File: src/rtl/uart_rx_frame_ctrl.sv
// uart_rx_frame_ctrl
//   Frame parser behind a UART receiver. It accepts frames of the form
//   SOF, LEN, LEN payload bytes, CHK. The checksum is (LEN + payload) mod 256.
//   Payload goes into a local register file. Once a frame checks good it is
//   held there for the host until frame_ack. Error conditions raise one-cycle
//   pulses.
//
// Ports
//   clk          system clock, rising edge
//   reset        asynchronous active-low reset
//   s_tick       16x baud sample tick, drives the inter-byte timeout
//   rx_done_tick strobe: rx_data carries a new byte
//   rx_data      received byte
//   frame_valid  a checked frame is held in the buffer
//   frame_len    payload length of the held frame
//   frame_ack    host releases the held frame; only looked at in HOLD
//   rd_addr      buffer read address
//   rd_data      buf[rd_addr] (combinational), 8'h00 beyond MAX_LEN
//   err_len      pulse: LEN byte is 0 or above MAX_LEN
//   err_chk      pulse: checksum mismatch
//   err_timeout  pulse: inter-byte silence while a frame is in progress
//   err_ovr      pulse: byte dropped while a frame is held
module uart_rx_frame_ctrl #(
  parameter int unsigned MAX_LEN       = 16,
  parameter int unsigned ADDR_W        = 4,
  parameter logic [7:0]  SOF_BYTE      = 8'hA5,
  parameter int unsigned TIMEOUT_TICKS = 320
) (
  input  logic              clk,
  input  logic              reset,
  input  logic              s_tick,
  input  logic              rx_done_tick,
  input  logic [7:0]        rx_data,
  output logic              frame_valid,
  output logic [ADDR_W:0]   frame_len,
  input  logic              frame_ack,
  input  logic [ADDR_W-1:0] rd_addr,
  output logic [7:0]        rd_data,
  output logic              err_len,
  output logic              err_chk,
  output logic              err_timeout,
  output logic              err_ovr
);

  localparam int unsigned TmoW = $clog2(TIMEOUT_TICKS + 1);

  localparam logic [TmoW-1:0]   TmoLast = TmoW'(TIMEOUT_TICKS - 1);
  localparam logic [TmoW-1:0]   TmoOne  = TmoW'(1);
  localparam logic [ADDR_W:0]   CntOne  = (ADDR_W + 1)'(1);

  typedef enum logic [2:0] {
    StHunt,
    StLen,
    StPayload,
    StChk,
    StHold
  } state_e;

  state_e          state_q;
  logic [ADDR_W:0] len_q;
  logic [ADDR_W:0] cnt_q;
  logic [7:0]      sum_q;
  logic [TmoW-1:0] tmo_q;
  logic [7:0]      buf_q [MAX_LEN];

  logic            frame_valid_q;
  logic [ADDR_W:0] frame_len_q;
  logic            err_len_q;
  logic            err_chk_q;
  logic            err_timeout_q;
  logic            err_ovr_q;

  logic            len_bad;
  logic            in_frame;

  // LEN byte is unusable when zero or larger than the buffer.
  assign len_bad  = (rx_data == 8'h00) || (32'(rx_data) > MAX_LEN);
  assign in_frame = (state_q == StLen) || (state_q == StPayload) || (state_q == StChk);

  always_ff @(posedge clk or negedge reset) begin
    if (!reset) begin
      state_q       <= StHunt;
      len_q         <= '0;
      cnt_q         <= '0;
      sum_q         <= '0;
      tmo_q         <= '0;
      frame_valid_q <= 1'b0;
      frame_len_q   <= '0;
      err_len_q     <= 1'b0;
      err_chk_q     <= 1'b0;
      err_timeout_q <= 1'b0;
      err_ovr_q     <= 1'b0;
      for (int i = 0; i < int'(MAX_LEN); i++) begin
        buf_q[i] <= 8'h00;
      end
    end else begin
      err_len_q     <= 1'b0;
      err_chk_q     <= 1'b0;
      err_timeout_q <= 1'b0;
      err_ovr_q     <= 1'b0;

      // Timeout counter only matters inside a frame. A byte in the same cycle
      // as the terminal tick takes priority and clears the count.
      if (in_frame) begin
        if (rx_done_tick) begin
          tmo_q <= '0;
        end else if (s_tick) begin
          if (tmo_q == TmoLast) begin
            tmo_q         <= '0;
            err_timeout_q <= 1'b1;
            state_q       <= StHunt;
          end else begin
            tmo_q <= tmo_q + TmoOne;
          end
        end
      end

      unique case (state_q)
        StHunt: begin
          if (rx_done_tick && (rx_data == SOF_BYTE)) begin
            state_q <= StLen;
            tmo_q   <= '0;
          end
        end

        StLen: begin
          if (rx_done_tick) begin
            if (len_bad) begin
              err_len_q <= 1'b1;
              state_q   <= StHunt;
            end else begin
              len_q   <= (ADDR_W + 1)'(rx_data);
              sum_q   <= rx_data;
              cnt_q   <= '0;
              state_q <= StPayload;
            end
          end
        end

        StPayload: begin
          if (rx_done_tick) begin
            buf_q[cnt_q[ADDR_W-1:0]] <= rx_data;
            sum_q                    <= sum_q + rx_data;
            cnt_q                    <= cnt_q + CntOne;
            if (cnt_q == (len_q - CntOne)) begin
              state_q <= StChk;
            end
          end
        end

        StChk: begin
          if (rx_done_tick) begin
            if (rx_data == sum_q) begin
              frame_valid_q <= 1'b1;
              frame_len_q   <= len_q;
              state_q       <= StHold;
            end else begin
              // Buffer keeps whatever payload was written; no rollback.
              err_chk_q <= 1'b1;
              state_q   <= StHunt;
            end
          end
        end

        StHold: begin
          // Anything arriving now is lost, including a SOF.
          if (rx_done_tick) begin
            err_ovr_q <= 1'b1;
          end
          if (frame_ack) begin
            frame_valid_q <= 1'b0;
            state_q       <= StHunt;
          end
        end

        default: begin
          state_q <= StHunt;
        end
      endcase
    end
  end

  generate
    if (MAX_LEN >= (2 ** ADDR_W)) begin : g_rd_full
      assign rd_data = buf_q[rd_addr];
    end else begin : g_rd_partial
      assign rd_data = (32'(rd_addr) < MAX_LEN) ? buf_q[rd_addr] : 8'h00;
    end
  endgenerate

  assign frame_valid = frame_valid_q;
  assign frame_len   = frame_len_q;
  assign err_len     = err_len_q;
  assign err_chk     = err_chk_q;
  assign err_timeout = err_timeout_q;
  assign err_ovr     = err_ovr_q;

endmodule

File: config.mk
export PLATFORM = sky130hd
export DESIGN_NAME = uart_rx_frame_ctrl
export DESIGN_NICKNAME = d
export VERILOG_FILES = /design/src/rtl/uart_rx_frame_ctrl.sv
export SDC_FILE = /design/constraint.sdc
export NUM_CORES = 1
export LEC_CHECK = 0
export BUFFER_PORTS_ARGS = -buffer_cell sky130_fd_sc_hd__buf_2
export CORE_ASPECT_RATIO = 1.1
export CORE_UTILIZATION = 62
export CTS_CLUSTER_DIAMETER = 150
export DETAILED_ROUTE_END_ITERATION = 12
export GPL_TIMING_DRIVEN = 0
export PLACE_DENSITY_LB_ADDON = 0.05
export RECOVER_POWER = 50
export SLEW_MARGIN = 20
export SYNTH_ARGS = -nofsm -noshare
export SYNTH_HDL_FRONTEND = slang
export SYNTH_SLANG_ARGS = --single-unit
File: constraint.sdc
create_clock -name clk -period 3.3 [get_ports clk]
set_input_delay 0.66 -clock clk [delete_from_list [all_inputs] [get_ports clk]]
set_output_delay 0.66 -clock clk [all_outputs]
set_load 0.03 [all_outputs]
==> out/qor.csv <==
metric,value,unit
status,finished with violations,
violations,"DRC, capacitance limit, slew limit",
buffers_on_ports,31,
global_routing_met2_resource_utilization,0.475,
edff_count_synth,0,
globalRoute.totalOverflow,0,
post_synth_instance_area,8190,sq um
portion_of_synthesized_cell_area_occupied_by_the_leading_cell_type,0.513,
power.density_cell_area,731,nW/um^2
max_slew_violations,64,
ant_nets,0,
global_route.usage.met1,0.357,
ir_drop,0.493,mV
crit_required,2.64,ns
detail_route.vias_per_cell,6.33,
drt-initial-drc-count,318,
worstHoldPathType,input pin to register,
rows,43,
worst_hold_slack,0.447,ns
drt_pass1_iterations,9,
ys_ff_latch,168,
clk_transition_reported_paths,0.06,ns
fin_setup_tns,0,ns
max-clock-path-buffers,2,
final_min_period_over_clock_period,0.987,
setup_viol,0,
worstSetupEndpointType,output pin,
share_of_final_layout_standard_cells_stronger_than_drive_strength_1,0.372,
clock_sink_count,168,
number_of_global_route_vias_before_repair,5399,
synth_area_leader_cell,dfrtp_1,
reg2reg_slack,0.88,ns
grt_use_met3,0.0612,
insertion_delay,0.43,ns
finalClockSkew,0.00777,ns
dieHeight,123,um
n_antenna_cell,0,
layout.cells.most_common,dfrtp_1,
maxCapViolations,1,
number_of_antenna_violations_at_the_first_check_in_global_routing,0,
global_route.usage.total,0.282,
post_synth.cell_area_avg,13.6,sq um
dominantRegCellSynth,dfrtp_1,
worst_setup_path_start_kind,input pin,
count_of_cell_types_in_the_netlist,58,
finalNonFillerCells,824,
yosys_warnings,0,
overall_via_count_from_detail_route,5216,
grt_start_max_net_pins,106,
timing_worst_slew_pin_value,1.60,ns
globalplace.congestion,0.896,
layout.cells.most_common_list,"168 x dfrtp_1, 129 x mux2_2, 40 x mux4_2, 35 x nand2_1, 33 x clkbuf_1",
final-hold-violation-count,0,
ctsHtreeMaxLevel,4,
routed_wl,17400,um
grt_pass1_wl,28500,um
async_flop_share,1.00,
detail_route.wl_per_cell,21.1,um
fin_nets,685,
ys_seq_area_frac,0.513,
cp.arrival,2.60,ns
fmax,307,MHz
finalWorstPathRequiredPeriod,3.26,ns
p_leak,4.36,nW
worst_slew_margin_rel,-0.0675,
max_stage_delay,0.61,ns
slowest_stage,clkbuf_1,
grt_most_used_layer,met2,
detailed_route_drc_error_count,6,
chipWidth,112,um
ioPinCount,35,
rsz_0062_raised_after_global_routing,no,
place.detailed.hpwl,11900,um
cp_cell_sequence,buf_2 -> clkbuf_1 -> mux4_2 -> mux4_2 -> buf_2,
cts_setup_buffers,0,
criticalPathCategory,input pin to output pin,
clock_tree_from_tritoncts,built,
dieArea,13700,sq um
root_buffer,clkbuf_16,
place.detailed.instances,792,
ctsHoldBuffers,0,
worstPathMaxFanout,10,
floorplan.core_area,12800,sq um
yosys-top-cells-area,"dfrtp_1 51%, mux2_2 18%, mux4_2 11%, ha_1 2.0%, nand2_1 1.6%",
worst_path_dominant_cell_family,buffers and inverters,
tritoncts.num_buffers,17,
layout-area-overhead-vs-synth,12.4,%
synth.net_count,634,
start_util,0.642,
number_of_buffer_and_inverter_stages_on_the_critical_path,3,
syn_inst,603,
## layout make-up
class / instances / area (sq um)
Fill cell: 882 / 3540
Buffer: 38 / 166
Clock inverter: 13 / 193
Clock buffer: 19 / 443
Tap cell: 157 / 196
Timing Repair Buffer: 32 / 174
Multi-Input combinational cell: 389 / 3800
Inverter: 8 / 30.0
Sequential cell: 168 / 4200
## through the flow
stage / total power [W] / instance area (sq um) / worst slack [ns] / util
final: 0.00673 / 9210 / 0.0442 / 0.722
after global routing: 0.00707 / 9210 / 0.00925 / 0.722
after CTS: 0.00676 / 9220 / 0.0349 / 0.723
after detailed placement: 0.00463 / 8580 / -0.0915 / 0.673
after global placement: 0.00452 / 8540 / -0.812 / 0.670
after floorplan: 0.00413 / 8190 / 0.362 / -
## cells in the mapped netlist, types with 2 or more instances
| cell | instances |
|---|---|
| a21oi_1 | 15 |
| nand2_1 | 35 |
| nor3b_1 | 7 |
| xor2_1 | 9 |
| ha_1 | 13 |
| nor4_1 | 2 |
| nand3_1 | 3 |
| dfrtp_1 | 168 |
| and4_1 | 2 |
| mux2_2 | 129 |
| o31ai_1 | 3 |
| inv_1 | 8 |
| or3b_2 | 2 |
| nor2_1 | 15 |
| buf_1 | 3 |
| or3_1 | 4 |
| mux4_2 | 40 |
| o211ai_1 | 3 |
| o31a_1 | 2 |
| nand4_1 | 5 |
| o21a_1 | 2 |
| nor3_1 | 8 |
| a21o_1 | 2 |
| and2_1 | 5 |
| or2_2 | 3 |
| o21ai_0 | 23 |
| buf_2 | 9 |
| xnor2_1 | 3 |
| a31oi_1 | 3 |
| mux2_1 | 2 |
| nand2b_1 | 2 |
| o21bai_1 | 2 |
| nand2_2 | 4 |
| a211oi_1 | 2 |
| and3_1 | 6 |
| nor2b_1 | 9 |
| a2bb2oi_1 | 4 |
| clkbuf_1 | 26 |
## cell families (layout without fill, tap and decap cells)
logic type	Yosys count	after routing	synth area share
adders and majority gates	14	14	0.0223
and+or+nand+nor	122	122	0.0842
DFF	168	168	0.513
muxes	172	172	0.291
xor gates and xnor gates	12	12	0.0128
buffers and inverters	46	110	0.0225
AOI/OAI and AO/OA	69	69	0.0536
## power by group
group,internal (W),switching [W]
sequential,0.00257,0.000313
combinational,0.000877,0.000840
clock,0.00130,0.000835
## sequential cells by signal, indices dropped and copies added, names as in the netlist
| signal | flops |
|---|---|
| tmo_q | 9 |
| frame_valid | 1 |
| err_ovr | 1 |
| buf_q | 128 |
| err_len | 1 |
| err_timeout | 1 |
| frame_len | 5 |
| err_chk | 1 |
| state_q | 3 |
| len_q | 5 |
| cnt_q | 5 |
| sum_q | 8 |
## path summary, 6_finish.rpt
| path | from | endpoint | cells past startpoint |
|---|---|---|---|
| hold reg to reg | buf_q[25] | buf_q[25] | 2 |
| setup / recovery | rd_addr[1] | rd_data[3] | 5 |
| max in group asynchronous | reset | buf_q[95] | 2 |
| setup reg to reg | state_q[2] | buf_q[118] | 7 |
| min in group asynchronous | reset | sum_q[5] | 1 |
| hold / removal | frame_ack | state_q[2] | 2 |
## per-layer routing
metal / vias up / wire length, um
met1: 2701 / 7390
met3: 39 / 662
met2: 135 / 8770
met4: 0 / 556
met5: - / 0
li1: 2341 / -
## worst register-to-register path, cell delays in order, from the launching register on
cell	delay, ns
dfrtp_1	0.35
buf_2	0.18
nand2b_4	0.17
or3b_4	0.47
nor3_1	0.31
and2_1	0.22
buf_2	0.24
mux2_2	0.37
## what timing repair did
item                                    in CTS  in global routing
endpoints found under the setup margin       8                  6
resized for setup                            3                  3
hold endpoints to repair                     0                  0
Note: power is estimated with default switching activity, not from simulation.
